===== src/rtl/scan_config_loader.sv =====
// ============================================================================
// Module   : scan_config_loader
// Purpose  : Loads one tile's configuration bitstream into its two scan chains
//            (the CLB chain first, then the connection chain SB->CB_top->
//            CB_right). Words arrive on a valid/ready stream, are serialised
//            MSB-first, and are shifted with a divided scan clock (clk/2).
// Ports    : clk, rst_n          - system clock, async active-low reset
//            start               - begin a load (honoured only while idle)
//            in_data/in_valid/in_ready - bitstream word stream
//            scan_clk            - registered scan clock to the tile chains
//            clb_scan_in/_en     - CLB chain serial data / shift enable
//            conn_scan_in/_en    - connection chain serial data / shift enable
//            busy, done          - load in progress / one-cycle completion
// Revision : 1.0 - initial release
// ============================================================================
`default_nettype none

module scan_config_loader #(
  parameter int WORD_WIDTH     = 8,
  parameter int CLB_CHAIN_LEN  = 10,
  parameter int CONN_CHAIN_LEN = 36,
  parameter int CNT_WIDTH      = 16
) (
  input  logic                  clk,
  input  logic                  rst_n,
  input  logic                  start,
  input  logic [WORD_WIDTH-1:0] in_data,
  input  logic                  in_valid,
  output logic                  in_ready,
  output logic                  scan_clk,
  output logic                  clb_scan_in,
  output logic                  clb_scan_en,
  output logic                  conn_scan_in,
  output logic                  conn_scan_en,
  output logic                  busy,
  output logic                  done
);

  localparam int BCW = $clog2(WORD_WIDTH + 1);

  localparam logic [BCW-1:0]       WORD_BITS = BCW'(WORD_WIDTH);
  localparam logic [CNT_WIDTH-1:0] CLB_LEN   = CNT_WIDTH'(CLB_CHAIN_LEN);
  localparam logic [CNT_WIDTH-1:0] CONN_LEN  = CNT_WIDTH'(CONN_CHAIN_LEN);

  localparam logic [1:0] S_IDLE      = 2'd0;
  localparam logic [1:0] S_LOAD_CLB  = 2'd1;
  localparam logic [1:0] S_LOAD_CONN = 2'd2;
  localparam logic [1:0] S_DONE      = 2'd3;

  logic [1:0]            state;
  logic [1:0]            next_state;
  logic [WORD_WIDTH-1:0] word_buf;
  logic [BCW-1:0]        buf_cnt;
  logic [CNT_WIDTH-1:0]  chain_cnt;
  logic                  phase;
  logic                  scan_bit;

  logic loading;
  logic accept;
  logic bit_end;
  logic chain_end;

  assign loading   = (state == S_LOAD_CLB) || (state == S_LOAD_CONN);
  assign accept    = in_valid && in_ready;
  // A bit completes at the edge that ends phase 1 (scan_clk falling).
  assign bit_end   = loading && (buf_cnt != '0) && phase;
  // The last bit of the chain: the chain counter would reach zero here, so
  // the state advances at this same edge and leftover word bits are dropped.
  assign chain_end = bit_end && (chain_cnt == CNT_WIDTH'(1));

  // --------------------------------------------------------------------------
  // State register
  // --------------------------------------------------------------------------
  always_ff @(posedge clk or negedge rst_n) begin
    if (!rst_n) begin
      state <= S_IDLE;
    end else begin
      state <= next_state;
    end
  end

  // --------------------------------------------------------------------------
  // Next-state logic
  // --------------------------------------------------------------------------
  always_comb begin
    next_state = state;
    case (state)
      S_IDLE:      if (start)     next_state = S_LOAD_CLB;
      S_LOAD_CLB:  if (chain_end) next_state = S_LOAD_CONN;
      S_LOAD_CONN: if (chain_end) next_state = S_DONE;
      S_DONE:                     next_state = S_IDLE;
      default:                    next_state = S_IDLE;
    endcase
  end

  // --------------------------------------------------------------------------
  // Outputs (all derived from registers only)
  // --------------------------------------------------------------------------
  always_comb begin
    in_ready     = loading && (buf_cnt == '0);
    scan_clk     = phase;
    clb_scan_en  = (state == S_LOAD_CLB);
    conn_scan_en = (state == S_LOAD_CONN);
    clb_scan_in  = clb_scan_en && scan_bit;
    conn_scan_in = conn_scan_en && scan_bit;
    busy         = (state != S_IDLE);
    done         = (state == S_DONE);
  end

  // --------------------------------------------------------------------------
  // Word buffer, bit phase and chain counting
  // --------------------------------------------------------------------------
  // scan_bit is a dedicated register rather than the buffer MSB so that the
  // serial line keeps its last value while the buffer is starved.
  always_ff @(posedge clk or negedge rst_n) begin
    if (!rst_n) begin
      word_buf  <= '0;
      buf_cnt   <= '0;
      chain_cnt <= '0;
      phase     <= 1'b0;
      scan_bit  <= 1'b0;
    end else if ((state == S_IDLE) && start) begin
      chain_cnt <= CLB_LEN;
      buf_cnt   <= '0;
      phase     <= 1'b0;
    end else if (accept) begin
      word_buf <= in_data;
      buf_cnt  <= WORD_BITS;
      phase    <= 1'b0;
      scan_bit <= in_data[WORD_WIDTH-1];
    end else if (loading && (buf_cnt != '0)) begin
      if (!phase) begin
        phase <= 1'b1;
      end else if (chain_end) begin
        phase     <= 1'b0;
        buf_cnt   <= '0;
        scan_bit  <= 1'b0;
        chain_cnt <= (state == S_LOAD_CLB) ? CONN_LEN : '0;
      end else begin
        phase     <= 1'b0;
        word_buf  <= word_buf << 1;
        buf_cnt   <= buf_cnt - BCW'(1);
        chain_cnt <= chain_cnt - CNT_WIDTH'(1);
        // On the last bit of a word the line holds until the next word.
        if (buf_cnt != BCW'(1)) begin
          scan_bit <= word_buf[WORD_WIDTH-2];
        end
      end
    end
  end

endmodule

`default_nettype wire


===== config.mk =====
export PLATFORM = sky130hd
export DESIGN_NAME = scan_config_loader
export DESIGN_NICKNAME = d
export VERILOG_FILES = /design/src/rtl/scan_config_loader.sv
export SDC_FILE = /design/constraint.sdc
export NUM_CORES = 1
export LEC_CHECK = 0
export BUFFER_PORTS_ARGS = -buffer_cell sky130_fd_sc_hd__buf_4
export CELL_PAD_IN_SITES_DETAIL_PLACEMENT = 0
export CELL_PAD_IN_SITES_GLOBAL_PLACEMENT = 1
export CORE_MARGIN = 2
export CORE_UTILIZATION = 30
export CTS_CLUSTER_DIAMETER = 40
export DETAILED_ROUTE_END_ITERATION = 8
export GPL_TIMING_DRIVEN = 0
export PLACE_DENSITY = 0.61
export SLEW_MARGIN = 20
export SYNTH_ARGS = -nofsm -noshare
export SYNTH_HDL_FRONTEND = slang
export SYNTH_SLANG_ARGS = --single-unit

===== constraint.sdc =====
create_clock -name clk -period 4.3 [get_ports clk]
set_input_delay 1.075 -clock clk [delete_from_list [all_inputs] [get_ports clk]]
set_output_delay 1.075 -clock clk [all_outputs]
set_load 0.01 [all_outputs]

=== Word-level counts from Yosys, hierarchy flattened ===
Cells that the tools add are included.

* $add $sub $neg: 2
* Equality and inequality tests: 10
* Muxes and demuxes: 28
* Bitwise gates (word level): 1
* Reduce and logical (&&, ||, !) cells: 25

{| class="wikitable"
|+ Operator list
! kind !! number
|-
| two-way mux 16 bit || 5
|-
| two-way mux 7 bit || 4
|-
| two-way mux 4 bit || 5
|-
| == test 16 x 1 -> 1 bit (second input constant) || 1
|-
| subtractor 16 x 1 -> 16 bit (second input constant) || 1
|-
| nonzero test 2 bit || 5
|-
| two-way mux 1 bit || 9
|-
| nonzero test 3 bit || 3
|-
| logical AND 1 bit || 8
|-
| case mux 2 bit (4 select lines) || 1
|-
| AND reduction 4 bit || 2
|-
| two-way mux 2 bit || 3
|-
| two-way mux 6 bit || 1
|-
| != test 2 x 1 -> 1 bit (second input constant) || 3
|-
| AND reduction 3 bit || 2
|-
| == test 2 bit (second input constant) || 2
|-
| zero test 4 bit || 1
|-
| != test 2 bit (second input constant) || 2
|-
| != test 4 x 1 -> 1 bit (second input constant) || 1
|-
| nonzero test 4 bit || 1
|-
| subtractor 4 x 1 -> 4 bit (second input constant) || 1
|-
| == test 2 x 1 -> 1 bit (second input constant) || 1
|-
| zero test 2 bit || 1
|-
| AND reduction 2 bit || 1
|-
| other kinds (2) || 2
|}

* Register bits: 31
* Bits of input ports: 12

=== Longest topological paths before layout ===
* Word-level depth: 10
* Mapped depth: 8
* Gate-level depth less buffers: 7

=== Least setup slack after synthesis ===
No wires, ideal clock.

* Kind: input -> register
* Start: in start
* End: reg word_buf[6]
* Data arrival time: 2.236 ns
* Data required time: 4.233 ns
* Setup slack: 1.997 ns
* Cell stages on the path: 4
* Buffers on the path: 0
* Cells stage by stage: and2_1 -> nor3_1 -> a31o_1 -> o221a_1

* Longest elaborated chain between the ends: 3

{| class="wikitable"
|+ RTL lines
! element !! RTL line !! text
|-
| from (decl) || 26 || <nowiki>input logic start,</nowiki>
|-
| logical AND 1 bit || 122 || <nowiki>end else if ((state == S_IDLE) && start) begin</nowiki>
|-
| inverter 1 bit (no source line) || - ||
|-
| AND reduction 4 bit (no source line) || - ||
|-
| to (signal assigned) || 127 || <nowiki>word_buf <= in_data;</nowiki>
|-
| to (signal assigned) || 141 || <nowiki>word_buf <= word_buf << 1;</nowiki>
|-
| to (decl) || 52 || <nowiki>logic [WORD_WIDTH-1:0] word_buf;</nowiki>
|}

No other way between the ends.
A chain may end at the register's enable or synchronous reset.

=== Worst setup path in the final report ===
* Start: reg state[0]
* End: out in_ready

* Longest elaborated chain between the ends: 3
* Elaborated cells on any way between the ends: 4
* Those cells by class: eq/ne (2); reduce/logical (2)

{| class="wikitable"
|+ RTL lines
! element !! RTL line !! text
|-
| from (decl) || 50 || <nowiki>logic [1:0] state;</nowiki>
|-
| from (signal assigned) || 78 || <nowiki>state <= next_state;</nowiki>
|-
| == test 2 x 1 -> 1 bit or == test 2 bit (tied branches) || 63 || <nowiki>assign loading = (state == S_LOAD_CLB) || (state == S_LOAD_CONN);</nowiki>
|-
| logical OR 1 bit (*) || 63 ||
|-
| logical AND 1 bit (*) || 100 || <nowiki>in_ready = loading && (buf_cnt == '0);</nowiki>
|-
| to (decl) || 29 || <nowiki>output logic in_ready,</nowiki>
|}

Mark *: on every way between the ends. The rest lies on a longest branch, timed or not.

==> impl_metrics.env <==
export IMPL_area_delta_synth_final_pct=18.9
export IMPL_nets=251
export IMPL_drt_pass1_iter_count=4
export IMPL_slew_headroom=0.589
export IMPL_io_buffers=19
export IMPL_synth_seq_cells=31
export IMPL_power_density_nw_per_um2=775
export IMPL_postCtsSetupBuffers=0
export IMPL_internal_power_w=0.000984
export IMPL_clock_latency_ns=0.29
export IMPL_synthDistinctLibCells=46
export IMPL_setup_violations_final=0
export IMPL_routed_wl_mm=4.74
export IMPL_drc=0
export IMPL_comb_power_share=0.522
export IMPL_clk_pin_slew_ns=0.07
export IMPL_synth_ff_type="dfrtp_1"
export IMPL_die_w_um=84.0
export IMPL_required_ns=3.22
export IMPL_antenna_found_initial=0
export IMPL_synth_async_sr_flop_share=1.00
export IMPL_vdd_drop_max_mv=0.281
export IMPL_min_period_ns=2.77
export IMPL_cts_tree="yes"
export IMPL_whs_endpoint="scan_clk"
export IMPL_rr_worst_depth=6
export IMPL_yosys_top_cells_area="dfrtp_1 (40%), ha_1 (6.5%), a21oi_1 (3.9%), o221a_1 (3.5%), o31ai_1 (2.7%)"
export IMPL_clock_sinks=31
export IMPL_initialDrtViolationCount=90
export IMPL_rr_endpoint="word_buf[1]"
export IMPL_place_gp_congestion=0.803
export IMPL_start_util=0.306
export IMPL_vias=1692
export IMPL_gr_usage_all_layers=0.145
export IMPL_synth_nets=225
export IMPL_cts_buffers=5
export IMPL_core_sq_um=6280
export IMPL_hold_buffers=0
export IMPL_synth_seq_area_share=0.404
export IMPL_drtAntennaViolNets=0
export IMPL_leakage_nw=0.953
export IMPL_drive_gt1_frac=0.143
export IMPL_min_path_type="register to register"
export IMPL_worstPathArrival_ns=1.70
export IMPL_grt_ovfl_total=0
export IMPL_min_from="scan_clk"
export IMPL_yosysMostFrequentCell="dfrtp_1"
export IMPL_ys_warn_count=0
export IMPL_netlist_top_cells_count="dfrtp_1 (31), a21oi_1 (15), nor2_1 (11)"
export IMPL_netlist_instances=203
export IMPL_wl_per_cell_um=15.4
export IMPL_dp_hpwl_mm=3.38
export IMPL_maxCapViolCount=0
export IMPL_io_pins=20
export IMPL_grt_pass1_vias=1638
export IMPL_hold_viol_final=0
export IMPL_clock_skew_ns=0.00805
export IMPL_synth_top_area_frac=0.404
export IMPL_p_switching_w=0.000782
export IMPL_num_rows=29
export IMPL_finalCritPeriodShare=0.645
export IMPL_setup_worst_path_end_class="output pin"
export IMPL_worst_pin_slew_ns=0.613
export IMPL_syn_area_per_cell_sq_um=9.45
export IMPL_fin_total_pwr_w=0.00177
export IMPL_yosysTopAreaCell="dfrtp_1"
export IMPL_fin_setup_tns_ns=0
export IMPL_seq_power_share=0.304
export IMPL_critPathKind="register to output pin"
export IMPL_htreeDepth=2
export IMPL_die_area_sq_um=7050
export IMPL_reg2reg_slack_ns=2.00
export IMPL_startpoint_type="register"
export IMPL_fill_cells=663
export IMPL_clockPowerShare=0.174
export IMPL_fp_dieH_um=84.0
export IMPL_clk_path_buf_depth=2
export IMPL_grt_max_degree=32
export IMPL_r2r_start="state[0]"
export IMPL_hold_depth=1
export IMPL_diodes=0
export IMPL_synth_edff_count=0
export IMPL_via_per_inst=5.51
export IMPL_root_buffer="clkbuf_8"
export IMPL_max_freq_mhz=360
export IMPL_rsz0062_at_grt="no"
export IMPL_swShare=0.443
export IMPL_status="finished clean"
export IMPL_cts_resized=0
export IMPL_critPathMaxFanout=7
export IMPL_slew_viol_final=0
export IMPL_syn_cell_area_sq_um=1920
export IMPL_grt_pass1_wl_mm=8.25
-- registers in the layout, indices dropped and copies added (netlist names) --
name and flops:
buf_cnt 4, chain_cnt 16, word_buf 7, scan_clk 1
state 2, scan_bit 1
-- per-layer routing --
metal,GRT usage,vias to the layer above,share of wire
met5,0,-,0
met4,0.0484,0,0.015
met3,0.0307,7,0.037
met2,0.219,31,0.46
met1,0.208,816,0.49
li1,-,838,-
-- placed cells by master, fill, tap and decap left out, types with 4 or more instances in the layout --
master	instances
nand3_1	6
nand2_1	8
inv_1	9
or4_1	7
o21ai_0	5
and2_1	4
ha_1	10
o31ai_1	7
dfrtp_1	31
buf_4	21
clkbuf_1	6
a21oi_1	15
nand2b_1	8
or3_1	7
clkbuf_8	6
nor2_1	11
o21ai_1	6
nor3_1	7
nor4_1	5
o221a_1	6
-- metrics by stage --
| step | utilization | instances | hold slack [ns] | setup slack, ns | area [sq um] |
|---|---|---|---|---|---|
| floorplan | - | 203 | 0.489 | 2.00 | 1920 |
| global placement | 0.344 | 299 | 0.518 | 1.45 | 2160 |
| detailed placement | 0.344 | 299 | 0.538 | 1.45 | 2160 |
| CTS | 0.362 | 307 | 0.551 | 1.54 | 2270 |
| global route | 0.363 | 307 | 0.571 | 1.38 | 2280 |
| finish | 0.363 | 307 | 0.552 | 1.53 | 2280 |
-- power by group through the flow --
stage                     Sequential (W)  Combinational, W  Clock [W]
after floorplan                 0.000508          0.000675          0
after global placement          0.000539          0.000930          0
after detailed placement        0.000541          0.000930          0
after CTS                       0.000536          0.000933   0.000318
after global routing            0.000561           0.00105   0.000330
final                           0.000536          0.000922   0.000308
-- worst max-delay path by stage --
stage | start | end | slack, ns | cells past startpoint
5_1_grt | state[0] | in_ready | 1.38 | 5
2_1_floorplan | start | word_buf[6] | 2.00 | 4
4_1_cts | state[0] | in_ready | 1.54 | 5
6_report | state[0] | in_ready | 1.53 | 5
3_3_place_gp | start | word_buf[2] | 1.45 | 5
3_5_place_dp | start | word_buf[1] | 1.45 | 5
-- kinds of logic after synthesis --
| group | synth area share |
|---|---|
| AOI/OAI and AO/OA | 0.229 |
| xor gates and xnor gates | 0.00457 |
| adders and majority gates | 0.0652 |
| buffers and inverters | 0.0424 |
| DFF | 0.404 |
| muxes | 0.00587 |
| and+or+nand+nor | 0.249 |
-- worst max-delay path, cell delays in order (launching register included) --
cell       delay, ns
dfrtp_1         0.40
inv_1           0.11
ha_1            0.41
nand4bb_1       0.23
inv_1           0.13
buf_4           0.13
-- cell type report --
cell class	count	area, sq um	share of cell area
plain buffers	10	47.5	0.0209
clock buffers	6	82.6	0.0362
clock inverters	2	35.0	0.0154
inverters	9	33.8	0.0148
multi-input cells	153	1070	0.468
flip-flops and latches	31	776	0.340
well taps	77	96.3	0.0423
repair buffers	19	143	0.0626
Note: power is estimated with default switching activity, not from simulation.
